## config.mk

```make
export PLATFORM = sky130hd
export DESIGN_NAME = multicycle_adder
export DESIGN_NICKNAME = d
export VERILOG_FILES = /design/src/rtl/adder_pkg.sv /design/src/rtl/adder_slice.sv /design/src/rtl/multicycle_adder.sv
export SDC_FILE = /design/constraint.sdc
export NUM_CORES = 1
export LEC_CHECK = 0
export ABC_AREA = 0
export CORE_ASPECT_RATIO = 1.4
export CORE_MARGIN = 2
export CORE_UTILIZATION = 50
export DETAILED_ROUTE_END_ITERATION = 16
export PLACE_DENSITY_LB_ADDON = 0.05
export SETUP_SLACK_MARGIN = 0.15
export SYNTH_ARGS = -nofsm -noshare
export SYNTH_HDL_FRONTEND = slang
export SYNTH_SLANG_ARGS = --single-unit
```

## constraint.sdc

```tcl
create_clock -name clk -period 2.2 [get_ports clk]
set_input_delay 0.33 -clock clk [delete_from_list [all_inputs] [get_ports clk]]
set_output_delay 0.33 -clock clk [all_outputs]
set_load 0.01 [all_outputs]
```

## src/rtl/adder_pkg.sv

```systemverilog
// adder_pkg: shared types, parameter checks and helpers for the multi-cycle adder
package adder_pkg;
  typedef enum logic [1:0] {IDLE, BUSY, DONE} state_t;
  localparam int MIN_WIDTH = 1;
  localparam int MIN_DIGIT = 1;
  function automatic bit params_ok(input int width, input int digit);
    return width >= MIN_WIDTH && digit >= MIN_DIGIT && digit <= width && width % digit == 0;
  endfunction
  function automatic int steps(input int width, input int digit);
    return digit > 0 ? width / digit : 1;
  endfunction
endpackage

```

## src/rtl/adder_slice.sv

```systemverilog
// adder_slice: combinational DIGIT-bit ripple of full-adder cells
module adder_slice #(
  parameter int DIGIT = 2
) (
  input  logic [DIGIT-1:0] x,
  input  logic [DIGIT-1:0] y,
  input  logic             ci,
  output logic [DIGIT-1:0] s,
  output logic             co,
  output logic             c_top
);
  always_comb begin
    logic c;
    c = ci;
    c_top = ci;
    s = '0;
    for (int i = 0; i < DIGIT; i++) begin
      c_top = i == DIGIT - 1 ? c : c_top;
      s[i] = x[i] ^ y[i] ^ c;
      c = (x[i] & y[i]) | (c & (x[i] ^ y[i]));
    end
    co = c;
  end
endmodule

```

## src/rtl/multicycle_adder.sv

```systemverilog
// multicycle_adder: add/subtract WIDTH-bit operands DIGIT bits per cycle, LSB digit first,
// through one shared ripple slice, with valid/ready handshakes on both sides.
module multicycle_adder import adder_pkg::*; #(
  parameter int WIDTH = 8,
  parameter int DIGIT = 2
) (
  input  logic             clk,
  input  logic             rst_n,
  input  logic             in_valid,
  output logic             in_ready,
  input  logic [WIDTH-1:0] a,
  input  logic [WIDTH-1:0] b,
  input  logic             cin,
  input  logic             sub,
  output logic             out_valid,
  input  logic             out_ready,
  output logic [WIDTH-1:0] sum,
  output logic             cout,
  output logic             ovf
);
  localparam int STEPS = steps(WIDTH, DIGIT);
  localparam int CW = $clog2(STEPS + 1);

  if (!params_ok(WIDTH, DIGIT)) begin : g_bad_params
    $error("multicycle_adder: illegal WIDTH/DIGIT combination");
  end

  state_t state, state_d;
  logic [WIDTH-1:0] a_sh, b_sh, sum_sh, sum_nxt;
  logic [WIDTH+DIGIT-1:0] sum_cat;
  logic [CW-1:0] step_q;
  logic c_q, last;
  logic [DIGIT-1:0] sl_s;
  logic sl_co, sl_ctop;

  adder_slice #(.DIGIT(DIGIT)) u_slice (
    .x    (a_sh[DIGIT-1:0]),
    .y    (b_sh[DIGIT-1:0]),
    .ci   (c_q),
    .s    (sl_s),
    .co   (sl_co),
    .c_top(sl_ctop)
  );

  assign last = step_q == CW'(STEPS - 1);
  // new digit enters at the top while the partial sum slides toward the LSB
  assign sum_cat = {sl_s, sum_sh};
  assign sum_nxt = WIDTH'(sum_cat >> DIGIT);

  always_ff @(posedge clk or negedge rst_n) begin
    if (!rst_n) state <= IDLE;
    else state <= state_d;
  end

  always_comb begin
    state_d = state;
    unique case (state)
      IDLE:    state_d = in_valid ? BUSY : IDLE;
      BUSY:    state_d = last ? DONE : BUSY;
      DONE:    state_d = out_ready ? IDLE : DONE;
      default: state_d = IDLE;
    endcase
  end

  always_comb begin
    in_ready = state == IDLE;
    out_valid = state == DONE;
  end

  // subtraction is a + ~b + ~borrow; the visible result only updates on the last step
  always_ff @(posedge clk or negedge rst_n) begin
    if (!rst_n) begin
      a_sh <= '0;
      b_sh <= '0;
      sum_sh <= '0;
      c_q <= 1'b0;
      step_q <= '0;
      sum <= '0;
      cout <= 1'b0;
      ovf <= 1'b0;
    end else if (state == IDLE && in_valid) begin
      a_sh <= a;
      b_sh <= sub ? ~b : b;
      c_q <= sub ^ cin;
      step_q <= '0;
    end else if (state == BUSY) begin
      a_sh <= a_sh >> DIGIT;
      b_sh <= b_sh >> DIGIT;
      sum_sh <= sum_nxt;
      c_q <= sl_co;
      step_q <= last ? step_q : step_q + CW'(1);
      if (last) begin
        sum <= sum_nxt;
        cout <= sl_co;
        ovf <= sl_ctop ^ sl_co;
      end
    end
  end
endmodule

```

After elaboration in Yosys (flattened, before gate mapping) --
Index checks and enable logic that the tools add are counted.
Storage, ports and cells: register bits after elaboration 40, output and inout bits 12
Cells by class: eq/ne operators 4, bitwise operators 14, add/sub/neg operators 1, reductions and logical operators 6, mux-type cells 14
Operators with widths (count):
- two-way mux 8 bit | 5
- two-way mux 3 bit | 3
- NOT 8 bit | 1
- case mux 2 bit (3 select lines) | 1
- XOR 1 bit | 6
- AND 1 bit | 4
- two-way mux 2 bit | 2
- AND reduction 2 bit | 2
- adder 3 x 1 -> 3 bit, second input constant | 1
- equality test 3 x 2 -> 1 bit, second input constant | 1
- two-way mux 1 bit | 3
- AND reduction 3 bit | 1
- equality test 2 x 1 -> 1 bit, second input constant | 1
- equality test 2 bit, second input constant | 1
- logical NOT 2 bit | 1
- != test 2 x 1 -> 1 bit, second input constant | 1
- OR 1 bit | 2
- nonzero test 2 bit | 1
- logical AND 1 bit | 1
- NOT 1 bit | 1

Logic depth before layout (Yosys ltp) --
depth in word-level cells 7, mapped depth 6, gate-level depth less buffers 5

Modules after synthesis --
Synthesis repeated with hierarchy kept, for this count alone.
Unflattened totals: cells, all modules 156, area, all modules 1710.4 µm²
Modules (own cells, without submodules):
- multicycle_adder | instances 1, cells each 154, seq. area each 950.9 µm², area an instance 1670.4 µm²
- adder_slice | instances 1, cells each 2, seq. area each 0.0 µm², area an instance 40.0 µm²

Least setup slack after synthesis --
No wires, ideal clock.
path type reg-to-reg, start register a_sh[0], end register c_q, arrival time 1627 ps, setup time 83 ps, required time 2117 ps, cell stages (with the launch flop) 6, setup slack 490 ps, path through dfrtp_1 > inv_1 > fa_1 > fa_1 > mux2_2 > o21ai_0
On the way: cells in the longest elaborated chain, start to end 7, elaborated cells on any way between the ends 8
Ends and longest elaborated chain:
- start, declared | RTL line multicycle_adder.sv:29 | logic [WIDTH-1:0] a_sh, b_sh, sum_sh, sum_nxt;
- start signal, assigned | RTL line multicycle_adder.sv:87 | a_sh <= a_sh >> DIGIT;
- XOR 1 bit | RTL line adder_slice.sv:20 | c = (x[i] & y[i]) | (c & (x[i] ^ y[i]));
- AND 1 bit | RTL line adder_slice.sv:20
- OR 1 bit (*) | RTL line adder_slice.sv:20
- AND 1 bit (*) | RTL line adder_slice.sv:20
- OR 1 bit (*) | RTL line adder_slice.sv:20
- two-way mux 1 bit (*) | RTL line multicycle_adder.sv:86 | end else if (state == BUSY) begin
- two-way mux 1 bit (*) | RTL line multicycle_adder.sv:81 | end else if (state == IDLE && in_valid) begin
- end signal, assigned | RTL line multicycle_adder.sv:84 | c_q <= sub ^ cin;
- end signal, assigned | RTL line multicycle_adder.sv:90 | c_q <= sl_co;
- end, declared | RTL line multicycle_adder.sv:32 | logic c_q, last;
Mark *: on every way between the ends. The rest lies on a longest branch, timed or not. The select of a mux whose other input is x is not followed. A chain may end at the register's enable or synchronous reset.

Worst setup path in the final report --
Same ends and word-level chain as after synthesis.

==> results_dict.tcl <==
set metrics [dict create \
    path_class "register to register" \
    grt_pass1_wl_um 5490 \
    design.core.area_um2 3320 \
    htree_levels 2 \
    ir_worst_vdd_uv 699 \
    fin_crit_sh_pct 83.2 \
    layout_common_cells "38 x dfrtp_1, 35 x nand2_1, 32 x clkdlybuf4s50_1, 11 x nor2_1, 10 x o21ai_0" \
    final_net_count 222 \
    slew_headroom_pct 45.2 \
    postLayoutCoreUtil_pct 65.8 \
    rsz0062_at_grt "no" \
    cts_buffers 5 \
    dieArea_um2 3910 \
    yosys.area.top_type "dfrtp_1" \
    clock_skew_ns 0.00453 \
    crit_top_cell "fa_1" \
    cts_sinks 38 \
    arrival_ns 2.04 \
    fillers 295 \
    ctsHoldBuffers 0 \
    synth_seq_cells 38 \
    seqCellArea_um2 951 \
    antenna_found_initial 0 \
    postPlaceCellArea_um2 2070 \
    dp_hpwl_um 2420 \
    reg2reg_from "a_sh[0]$_DFFE_PN0P_" \
    cts_setup_buffers 0 \
    fin_area_um2 2180 \
    finalPower_uw 3100 \
    synth.area.top_cells "dfrtp_1 56%, nand2_1 7.7%, mux2_2 4.6%" \
    netlist_instances 159 \
    drt_iter0_drc 31 \
    synth_nets 185 \
    tritoncts "built" \
    p_leak_uw 0.00100 \
    worst_pin_slew_ns 0.822 \
    synth_cell_type_count 28 \
    wirelength_um 3320 \
    grt_pass1_vias 1245 \
    fmax_mhz 546 \
    die_w_um 53.4 \
    start_kind "register" \
    worstHoldPathType "input pin to asynchronous set/reset pin" \
    clkTransAtPathRegs_ns 0.07 \
    cts_resized 0 \
    cts_root_buf "clkbuf_8" \
    status "complete, no violations" \
    firstDrtPassIters 4 \
    synth_compound_area_share_pct 11.2 \
    r2r_slack_ns 0.37 \
    io_buffers 33 \
    synth_top_area_share_pct 55.6 \
    synthMuxAreaShare_pct 5.49 \
    syn_to_final_growth_pct 27.7 \
    grt-ovfl-total 0 \
    cts_buffer_depth 2 \
    drc 0 \
    synth.avg_cell_area_um2 10.8 \
    cpPeakStageDelay_ns 0.47 \
    viasPerCell 5.26 \
    vias 1247 \
    ant_nets 0 \
    synthAdderAreaFrac_pct 3.80 \
    ys_seq_area_share_pct 55.6 \
    critPathCaptureType "register" \
    start_util_pct 51.6 \
    maxCapViolations 0 \
    yosys.area_share.simple_pct 13.8 \
    fp.dieH_um 73.2 \
    multi_input_area_um2 673 \
    synth_top_family_by_area "simple AND/OR/NAND/NOR gates" \
    setup_violations 0 \
    final_common_cell "dfrtp_1" \
    place_ws_ns 0.368 \
    insertion_delay_ns 0.29 \
    ioPinCount 34 \
    netlist_area_um2 1710 \
    cp_slowest_cell "fa_1" \
    setup_slack_ns 0.369 \
    report.final.hold_viol_count 0 \
    layout-drive-gt1-share_pct 12.2 \
    num_antenna_cells 0 \
    wl_per_cell_um 14.0 \
    rr_worst_depth 5 \
    crit_family "adder cells" \
    path_buf_inv 1 \
    gr-usage-all-layers_pct 19.6 \
    gp_congestion 0.708 \
    grt_max_degree 39 \
    layout_min_cycle_time_ns 1.83 \
    setup_tns_ns 0 \
    crit_path_max_fanout 3 \
    cp_cell_sequence "inv_1, fa_1, fa_1, mux2_2, o21ai_0" \
    r2r_end "c_q$_DFFE_PN0P_" \
    p_per_area_nw_per_um2 1420 \
    cp.required_ns 2.41 \
    synth_xor_area_share_pct 5.12 \
    drv_slew 0 \
    yosysWarnings 0 \
    std_cell_rows 25 \
]
## registers in the layout, indices dropped and copies added (netlist names)
| name | flops |
|---|---|
| a_sh | 8 |
| b_sh | 8 |
| sum | 8 |
| sum_sh | 6 |
| step_q | 3 |
| state | 2 |
| c_q | 1 |
| cout | 1 |
| ovf | 1 |
## power by group
part | switching (uW) | internal [uW] | total, uW
clock network | 243 | 333 | 576
registers | 186 | 1020 | 1200
logic | 651 | 672 | 1320
total | 1080 | 2020 | 3100
## synth_stat cells (all sizes together)
cell     n
a221o    6
a22o     1
a22oi    3
a31oi    3
buf      6
clkbuf   3
dfrtp   38
fa       2
ha       2
inv      8
mux2     8
nand2   35
nand2b   2
nand3    4
nand3b   1
nor2    11
nor2b    1
nor3b    1
o21a     1
o21ai   10
o21bai   1
o32ai    1
or3b     1
xnor2    9
xor2     1
## routing by layer
metal  share of wire, %  wire [um]  GRT usage, %  vias up
met2                 54       1780          34.4       45
met5                  0          0             0        -
met3                6.0        200          5.12        8
met4                2.1         69          9.40        0
li1                   -          -             -      598
met1                 38       1270          21.1      596
## metrics by stage
step,std cells,hold slack (ns)
3_5_place_dp,229,0.464
6_report,237,0.126
4_1_cts,237,0.163
5_1_grt,237,0.219
2_1_floorplan,159,0.0344
3_3_place_gp,229,0.458
## area by class of cell
| type | count | share of cell area, % |
|---|---|---|
| clock buffers | 5 | 3.15 |
| clock inverters | 3 | 1.83 |
| inverters | 8 | 1.38 |
| multi-input cells | 104 | 30.8 |
| flip-flops and latches | 38 | 43.6 |
| well taps | 40 | 2.29 |
| repair buffers | 39 | 17.0 |
## worst register-to-register path, delay by kind of cell (launching register included)
kind	cells	cell delay (ns)
fa+ha+maj	2	0.91
flops	1	0.34
compound gates	1	0.16
mux	1	0.28
buf+inv	1	0.06
## kinds of logic after synthesis
group | after synthesis
simple gates | 56
flops | 38
compound gates | 26
buf+inv | 17
xor+xnor | 10
mux | 8
fa+ha+maj | 4
## worst max path at each step
stage | cells after the start | endpoint | slack (ns) | startpoint
floorplan | 5 | c_q$_DFFE_PN0P_ | 0.49 | a_sh[0]$_DFFE_PN0P_
global placement | 5 | c_q$_DFFE_PN0P_ | 0.45 | a_sh[0]$_DFFE_PN0P_
detailed placement | 5 | c_q$_DFFE_PN0P_ | 0.37 | a_sh[0]$_DFFE_PN0P_
CTS | 5 | c_q$_DFFE_PN0P_ | 0.35 | a_sh[0]$_DFFE_PN0P_
global route | 5 | c_q$_DFFE_PN0P_ | 0.26 | a_sh[0]$_DFFE_PN0P_
finish | 5 | c_q$_DFFE_PN0P_ | 0.37 | a_sh[0]$_DFFE_PN0P_
Power figures use the tool's default switching activity.
